$ cat src/rtl/victim_select_param.sv
// Victim-way selector for an N-way, S-set cache: invalid-first, then either
// any-but-last-used or per-set round-robin, with a registered 1-cycle response.
module victim_select_set #(
    parameter int WAY_W = 2
) (
    input  logic             i_clk,
    input  logic             i_rst,
    input  logic             i_lu_we,
    input  logic [WAY_W-1:0] i_lu_way,
    input  logic             i_rr_we,
    input  logic [WAY_W-1:0] i_rr_nxt,
    output logic             o_lu_valid,
    output logic [WAY_W-1:0] o_lu_way,
    output logic [WAY_W-1:0] o_rr_ptr
);
    logic             r_lu_valid;
    logic [WAY_W-1:0] r_lu_way;
    logic [WAY_W-1:0] r_rr_ptr;

    always_ff @(posedge i_clk) begin
        if (i_rst) begin
            r_lu_valid <= 1'b0;
            r_lu_way   <= '0;
            r_rr_ptr   <= '0;
        end else begin
            if (i_lu_we) begin
                r_lu_valid <= 1'b1;
                r_lu_way   <= i_lu_way;
            end
            if (i_rr_we)
                r_rr_ptr <= i_rr_nxt;
        end
    end

    assign o_lu_valid = r_lu_valid;
    assign o_lu_way   = r_lu_way;
    assign o_rr_ptr   = r_rr_ptr;
endmodule

module victim_select_param #(
    parameter int WAYS  = 4,
    parameter int SETS  = 8,
    localparam int WAY_W = $clog2(WAYS),
    localparam int SET_W = (SETS > 1) ? $clog2(SETS) : 1
) (
    input  logic             i_clk,
    input  logic             i_rst,
    input  logic             i_mode,
    input  logic             i_access_valid,
    input  logic [SET_W-1:0] i_access_set,
    input  logic [WAY_W-1:0] i_access_way,
    input  logic             i_req_valid,
    input  logic [SET_W-1:0] i_req_set,
    input  logic [WAYS-1:0]  i_way_valid,
    input  logic [WAYS-1:0]  i_way_locked,
    output logic             o_victim_valid,
    output logic [WAY_W-1:0] o_victim_way,
    output logic             o_victim_none
);
    function automatic logic [WAY_W-1:0] lowest_idx(input logic [WAYS-1:0] m);
        logic [WAY_W-1:0] idx;
        idx = '0;
        for (int i = WAYS - 1; i >= 0; i--)
            if (m[i]) idx = WAY_W'(i);
        return idx;
    endfunction

    logic [SETS-1:0]            w_lu_valid_a;
    logic [SETS-1:0][WAY_W-1:0] w_lu_way_a;
    logic [SETS-1:0][WAY_W-1:0] w_rr_ptr_a;

    logic [WAYS-1:0]  w_inv, w_elig, w_excl;
    logic             w_lu_valid;
    logic [WAY_W-1:0] w_lu_way, w_rr_ptr, w_rr_pick, w_pick, w_rr_nxt;
    logic             w_none, w_rr_upd;

    logic             r_vld, r_none;
    logic [WAY_W-1:0] r_way;

    assign w_inv      = ~i_way_valid & ~i_way_locked;
    assign w_elig     =  i_way_valid & ~i_way_locked;
    assign w_lu_valid = w_lu_valid_a[i_req_set];
    assign w_lu_way   = w_lu_way_a[i_req_set];
    assign w_rr_ptr   = w_rr_ptr_a[i_req_set];

    always_comb begin
        w_excl = w_elig;
        if (w_lu_valid)
            w_excl[w_lu_way] = 1'b0;
        // Scan downward so the smallest offset from the pointer wins; WAY_W-bit add wraps.
        w_rr_pick = '0;
        for (int k = WAYS - 1; k >= 0; k--)
            if (w_elig[w_rr_ptr + WAY_W'(k)]) w_rr_pick = w_rr_ptr + WAY_W'(k);
    end

    always_comb begin
        w_pick = '0;
        w_none = 1'b0;
        if (|w_inv)
            w_pick = lowest_idx(w_inv);
        else if (i_mode) begin
            if (|w_elig) w_pick = w_rr_pick;
            else         w_none = 1'b1;
        end else begin
            if (|w_excl)      w_pick = lowest_idx(w_excl);
            else if (|w_elig) w_pick = w_lu_way;
            else              w_none = 1'b1;
        end
    end

    assign w_rr_upd = i_req_valid & i_mode & ~w_none;
    assign w_rr_nxt = w_pick + WAY_W'(1);

    genvar g;
    generate
        for (g = 0; g < SETS; g++) begin : g_set
            victim_select_set #(.WAY_W(WAY_W)) u_set (
                .i_clk      (i_clk),
                .i_rst      (i_rst),
                .i_lu_we    (i_access_valid && (i_access_set == SET_W'(g))),
                .i_lu_way   (i_access_way),
                .i_rr_we    (w_rr_upd && (i_req_set == SET_W'(g))),
                .i_rr_nxt   (w_rr_nxt),
                .o_lu_valid (w_lu_valid_a[g]),
                .o_lu_way   (w_lu_way_a[g]),
                .o_rr_ptr   (w_rr_ptr_a[g])
            );
        end
    endgenerate

    always_ff @(posedge i_clk) begin
        if (i_rst) begin
            r_vld  <= 1'b0;
            r_none <= 1'b0;
            r_way  <= '0;
        end else if (i_req_valid) begin
            r_vld  <= 1'b1;
            r_none <= w_none;
            r_way  <= w_pick;
        end else begin
            r_vld  <= 1'b0;
            r_none <= 1'b0;
        end
    end

    assign o_victim_valid = r_vld;
    assign o_victim_way   = r_way;
    assign o_victim_none  = r_none;
endmodule
$ cat config.mk
export PLATFORM = sky130hd
export DESIGN_NAME = victim_select_param
export DESIGN_NICKNAME = d
export VERILOG_FILES = /design/src/rtl/victim_select_param.sv
export SDC_FILE = /design/constraint.sdc
export NUM_CORES = 1
export LEC_CHECK = 0
export BUFFER_PORTS_ARGS = -buffer_cell sky130_fd_sc_hd__buf_2
export CAP_MARGIN = 15
export CELL_PAD_IN_SITES_DETAIL_PLACEMENT = 0
export CELL_PAD_IN_SITES_GLOBAL_PLACEMENT = 2
export CORE_ASPECT_RATIO = 0.75
export CORE_MARGIN = 2
export CORE_UTILIZATION = 34
export DETAILED_ROUTE_END_ITERATION = 8
export PLACE_DENSITY_LB_ADDON = 0.1
export SLEW_MARGIN = 10
export SYNTH_ARGS = -nofsm -noshare
export SYNTH_HDL_FRONTEND = slang
export SYNTH_SLANG_ARGS = --single-unit
$ cat constraint.sdc
create_clock -name i_clk -period 3.4 [get_ports i_clk]
set_input_delay 0 -clock i_clk [delete_from_list [all_inputs] [get_ports i_clk]]
set_output_delay 0 -clock i_clk [all_outputs]
set_load 0.1 [all_outputs]
## Word level (Yosys, flattened, before mapping)

Cells that the tools add are included.

- Register bits after elaboration: 44
- Bits of input ports: 21
- Output and inout port bits: 4
- Word-level logic and storage cells: 124

- $add $sub $neg: 4
- Magnitude comparators: 7
- Eq/ne operators: 14
- Muxes and demuxes: 39
- Bitwise gates (word level): 10
- Reduce and logical (&&, ||, !) cells: 23

Operators with widths:

| operator | number |
|---|---|
| 2-bit two-way mux | 19 |
| 3-bit == test (second input constant) | 8 |
| 1-bit logical AND | 17 |
| 2-bit by 3-bit < comparator with 1-bit output (second input constant) | 5 |
| 4-bit AND | 3 |
| 2-bit binary-select mux with 3-bit select | 2 |
| 3-bit by 2-bit == test with 1-bit output (second input constant) | 4 |
| 4-bit NOT | 3 |
| 4-bit OR reduction | 3 |
| 1-bit two-way mux | 11 |
| 1-bit binary-select mux with 2-bit select | 4 |
| 3-bit by 1-bit == test with 1-bit output (second input constant) | 2 |
| 3-bit zero test | 2 |
| 2-bit by 1-bit adder with 2-bit output (second input constant) | 2 |
| 2-bit adder (second input constant) | 2 |
| 3-bit by 4-bit < comparator with 1-bit output (second input constant) | 1 |
| 4-bit two-way mux | 1 |
| 1-bit binary-select mux with 3-bit select | 1 |
| 1-bit AND | 2 |
| 1-bit demux with 2-bit select | 1 |
| 2-bit by 1-bit >= comparator with 1-bit output (second input constant) | 1 |
| 1-bit NOT | 2 |
| 2-bit OR reduction | 1 |

## Longest topological paths before layout

- Depth in word-level cells: 17
- Gate-level depth with buffers: 12
- Mapped depth without buffers: 8

## Modules after synthesis

From an unflattened synthesis, not the netlist that was laid out.

- Cell total of the unflattened synthesis: 243
- Area, all modules: 2202.1 um2

Modules (own cells, without submodules):

| module | times used | cells an instance | area each (um2) | sequential area each (um2) |
|---|---|---|---|---|
| victim_select_set | 8 | 15 | 162.7 | 100.1 |
| victim_select_param | 1 | 123 | 900.9 | 80.1 |

## Worst setup path after synthesis

No wires, ideal clock.

- Kind: register to register
- From: register g_set[3].u_set.r_rr_ptr[1]
- To: register g_set[2].u_set.r_rr_ptr[1]
- Library setup time: 0.095 ns
- Data arrival time: 2.108 ns
- Data required time: 3.305 ns
- Slack: 1.196 ns
- Cell stages (with the launch flop): 9
- Path buffers: 1
- Clock period less this slack: 2.204 ns
- Cells stage by stage: dfxtp_1 > mux4_2 > mux2i_4 > a21oi_1 > o311ai_4 > nand3b_4 > buf_6 > a2111o_1 > o311ai_1

- Cells in the longest elaborated chain, start to end: 13
- Elaborated cells on any way between the ends: 21
- Those cells by class: 4 x add/sub; 17 x mux

Ends and longest elaborated chain:

| what | line | source |
|---|---|---|
| from (decl) | 18 | `logic [WAY_W-1:0] r_rr_ptr;` |
| from (signal assigned) | 31 | `r_rr_ptr <= i_rr_nxt;` |
| 2-bit binary-select mux with 3-bit select (*) | 84 | `assign w_rr_ptr = w_rr_ptr_a[i_req_set];` |
| 2-bit two-way mux (implied by the code) (*) | 84 |  |
| 2-bit adder | 93 | `if (w_elig[w_rr_ptr + WAY_W'(k)]) w_rr_pick = w_rr_ptr + WAY_W'(k);` |
| 1-bit binary-select mux with 2-bit select | 93 |  |
| 1-bit two-way mux (implied by the code) | 93 |  |
| 2-bit two-way mux (3 in series) | 93 |  |
| 2-bit two-way mux (*) | 93 |  |
| 2-bit two-way mux (*) | 102 | `if (\|w_elig) w_pick = w_rr_pick;` |
| 2-bit two-way mux (*) | 101 | `else if (i_mode) begin` |
| 2-bit two-way mux (*) | 99 | `if (\|w_inv)` |
| 2-bit by 1-bit adder with 2-bit output (*) | 112 | `assign w_rr_nxt = w_pick + WAY_W'(1);` |
| to (signal assigned) | 31 |  |
| to (decl) | 18 |  |

Mark *: on every way between the ends. The rest lies on a longest branch, timed or not. The select of a mux whose other input is x is not followed.
A chain may end at the register's enable or synchronous reset.

## Final worst setup path

- From: register g_set[0].u_set.r_rr_ptr[1]
- To: register g_set[1].u_set.r_rr_ptr[1]

- Cells in the longest elaborated chain, start to end: 13
- Elaborated cells on any way between the ends: 21
- Those cells by class: 4 x add/sub; 17 x mux

Ends and longest elaborated chain:

| what | line |
|---|---|
| from (decl) | 18 |
| from (signal assigned) | 31 |
| 2-bit binary-select mux with 3-bit select (*) | 84 |
| 2-bit two-way mux (implied by the code) (*) | 84 |
| 2-bit adder | 93 |
| 1-bit binary-select mux with 2-bit select | 93 |
| 1-bit two-way mux (implied by the code) | 93 |
| 2-bit two-way mux (3 in series) | 93 |
| 2-bit two-way mux (*) | 93 |
| 2-bit two-way mux (*) | 102 |
| 2-bit two-way mux (*) | 101 |
| 2-bit two-way mux (*) | 99 |
| 2-bit by 1-bit adder with 2-bit output (*) | 112 |
| to (signal assigned) | 31 |
| to (decl) | 18 |

Marked as above.

==> impl_metrics.csv <==
group,metric,value,unit
status,status,"complete, no violations",
synth,synth_enable_flop_cells,0,
min_path,min-delay-path-class,"primary input to flip-flop",
clocking,cts_repair_resize_count,0,
synth,synth.ff_latch_count,44,
finish,multiInputGateArea,1450,um2
routing,final_wirelength,6.29,mm
clocking,clock-sinks,44,
clocking,worst_skew_pair_latency,290,ps
die,overall_die_area,8150,um2
routing,vias_per_inst,5.16,
routing,detailedRoute.firstIterationViolations,91,
synth,ys_types,52,
routing,routed_length_per_instance,15.8,um
finish,fill_cells,762,
critical_path,r2r_slack,850,ps
global_routing,grt_remaining_overflow,0,
global_routing,global_route.usage.total,0.163,
critical_path,critical-path-max-stage-delay,510,ps
synth,synth.net_count,299,
die,core_box_area,7260,um2
critical_path,required,3570,ps
finish,final_layout_size_suffix_gt1_frac,0.176,
synth,synth.top_cells.by_area,"dfxtp_1, mux2i_1, nor2_1",
die,die_h,78.7,um
global_routing,grt_antenna_before_repair,0,
finish,antenna_cells_inserted,0,
place,io_buffers,24,
synth,synth.top_cells.by_count,"nor2_1, dfxtp_1, mux2i_1, inv_1, nand2_1",
pwr,cellPowerDensity,392,nW/um2
clocking,cts_buffers,5,
timing,timing.final.crit_share,0.751,
timing,max_clock_freq,392,MHz
timing,rsz0062_at_grt,"no",
die,top_level_ports,25,
clocking,ctsRootBufferMaster,"clkbuf_8",
synth,yosys_warnings,0,
critical_path,timing.critical_path.slowest_stage_cell,"mux4_2",
finish,final_net_count,316,
critical_path,worst-r2r-cell-count,9,
timing,worst_pin_slew,836,ps
critical_path,cp-startpoint,"g_set[0].u_set.o_rr_ptr[1]",
die,floorplan.initialDensity,0.348,
synth,mappedNetlistArea,2530,um2
run,maxCapViolations,0,
timing,timing.clock.skew,5.76,ps
timing,final.setup.tns,0,ps
die,die_w,104,um
routing,routed-via-count,2050,
clocking,clockBufferDepth,2,
critical_path,worst_ep_arrival_time,2720,ps
synth,postSynth.asyncResetShare,0,
finish,area_added_between_synthesis_and_finish,9.70,%
synth,synth.top_cell.area_share,0.349,
critical_path,start_kind,"flip-flop",
synth,syn_avg_cell_area,9.09,um2
timing,max_slew_margin,0.441,
critical_path,reg2reg_to,"g_set[1].u_set.o_rr_ptr[1]",
synth,ys_seq_area_frac,0.349,
critical_path,worstSetupEndpointType,"flip-flop",
global_routing,largest_net_degree_at_the_start_of_global_routing,30,
routing,antenna_left,0,
synth,prevailing_post_synth_register_cell,"dfxtp_1",
clocking,h-tree-depth,2,
place,detailed_place_hpwl,4.56,mm
timing,min_period,2550,ps
finish,seq_area,881,um2
critical_path,crit_fanout,20,
place,gpl.final_weighted_congestion,0.830,
clocking,clkTransAtPathRegs,90,ps
critical_path,timing_endpoint_of_the_critical_path,"g_set[1].u_set.o_rr_ptr[1]",
timing,final-hold-violation-count,0,
global_routing,grt_pass1_vias,1940,
synth,synthCells,278,
synth,synth.most_common_cell,"nor2_1",
clocking,tritoncts_clock_tree,"done",
critical_path,r2r_start,"g_set[0].u_set.o_rr_ptr[1]",
critical_path,worstSetupPathType,"flip-flop to flip-flop",
global_routing,grt_first_pass_wirelength,10.6,mm
synth,area_leader_netlist,"dfxtp_1",
routing,remaining_drc_errors,0,
timing,report.final.slew_viol_count,0,
timing,report.final.setup_viol,0,
pwr,max-vdd-ir-drop,203,uV
die,fp-row-count,27,
routing,detail_route.first_pass.iterations,4,
timing,holdWs,82.7,ps
pwr,cellLeakagePower,1.01,nW
critical_path,worst_path_cell_trace,"mux4_2 -> mux2i_4 -> nor4_1 -> a211oi_1 -> o32ai_2 -> a31oi_4 -> buf_4 -> a2111o_1 -> o311ai_0",
-- worst max-delay path, delay by kind of cell (launching register included) --
family	cells	cell delay, ps
AO/OA/AOI/OAI	5	970
flip-flops	1	330
multiplexers	2	740
AND/OR/NAND/NOR	1	90
buffers and inverters	1	300
-- routing by layer --
layer	vias to the layer above	global-route usage	routed length, um
met5	-	0	0
met4	0	0.0284	27
met3	2	0.0291	236
met2	36	0.234	2550
met1	966	0.253	3480
li1	1046	-	-
-- placed cells by master, fill, tap and decap left out, types with 2 or more instances in the layout --
| cell type | n |
|---|---|
| nand3_1 | 3 |
| and3_1 | 2 |
| o311ai_1 | 2 |
| buf_2 | 24 |
| mux2_2 | 3 |
| inv_1 | 19 |
| mux2i_4 | 2 |
| dfxtp_1 | 44 |
| nand4_1 | 11 |
| o311ai_0 | 5 |
| nor2b_1 | 3 |
| nor2_1 | 47 |
| a211oi_1 | 3 |
| o21ai_0 | 2 |
| and3b_1 | 2 |
| nand2b_1 | 10 |
| clkbuf_8 | 6 |
| a21oi_2 | 2 |
| a31oi_1 | 3 |
| a2111o_1 | 7 |
| buf_4 | 2 |
| or3_1 | 3 |
| mux2i_1 | 28 |
| mux4_2 | 4 |
| o32ai_2 | 2 |
| nor3b_1 | 2 |
| o22ai_1 | 2 |
| nand4b_1 | 3 |
| o21ai_1 | 2 |
| nand2_1 | 14 |
| nor3_1 | 6 |
| a21oi_1 | 9 |
-- worst min-delay path by stage --
stage / start / cells after the start / slack [ps] / to
after floorplan: i_req_valid / 1 / 100 / o_victim_way[0]
after global placement: i_req_valid / 2 / 260 / o_victim_way[0]
after detailed placement: i_req_valid / 2 / 260 / o_victim_way[0]
after CTS: i_access_way[1] / 3 / 80 / g_set[3].u_set.o_lu_way[1]
after global routing: i_access_way[1] / 3 / 80 / g_set[7].u_set.o_lu_way[1]
final: i_access_way[0] / 3 / 80 / g_set[6].u_set.o_lu_way[0]
-- power breakdown --
| group | total [W] | internal, W | switching, W | leakage (nW) |
|---|---|---|---|---|
| combinational | 0.000194 | 0.0000623 | 0.000131 | 0.602 |
| clock | 0.000360 | 0.000167 | 0.000193 | 0.0516 |
| sequential | 0.000535 | 0.000528 | 0.00000636 | 0.357 |
| total | 0.00109 | 0.000757 | 0.000331 | 1.01 |
-- cells by family (layout without fill, tap and decap cells) --
kind of cell	count (synthesis)	after routing	synth area share
buf+inv	36	54	0.0767
compound gates	49	49	0.171
mux	37	37	0.178
simple gates	112	112	0.226
flops	44	44	0.349
-- sequential cells by signal (all words and copies together) (netlist names) --
register                cells
g_set.u_set.o_rr_ptr       16
g_set.u_set.o_lu_valid      8
g_set.u_set.o_lu_way       16
o_victim_valid              1
o_victim_way                2
o_victim_none               1
-- cell type report --
class,instances,share of cell area
clock inverter,2,0.00496
inverter,19,0.0257
timing repair buffer,27,0.0523
clock buffer,6,0.0298
multi-input combinational,198,0.524
tap,101,0.0456
sequential,44,0.318
-- per-stage QoR --
stage                     cell area, um2   util  power [W]  setup WS (ps)  instances
after floorplan                     2530      -   0.000698           1200        278
after global placement              2670  0.367   0.000742            664        388
after detailed placement            2670  0.367   0.000740            660        388
after CTS                           2770  0.382    0.00111            841        397
after global routing                2770  0.382    0.00115            688        397
final                               2770  0.382    0.00109            847        397
-- what timing repair did --
action,4_1_cts,5_1_grt
setup buffers,0,0
hold buffers,1,0
hold endpoints to repair,1,0
setup endpoints to repair,0,0
No activity file was read; power rests on OpenSTA's default activity.
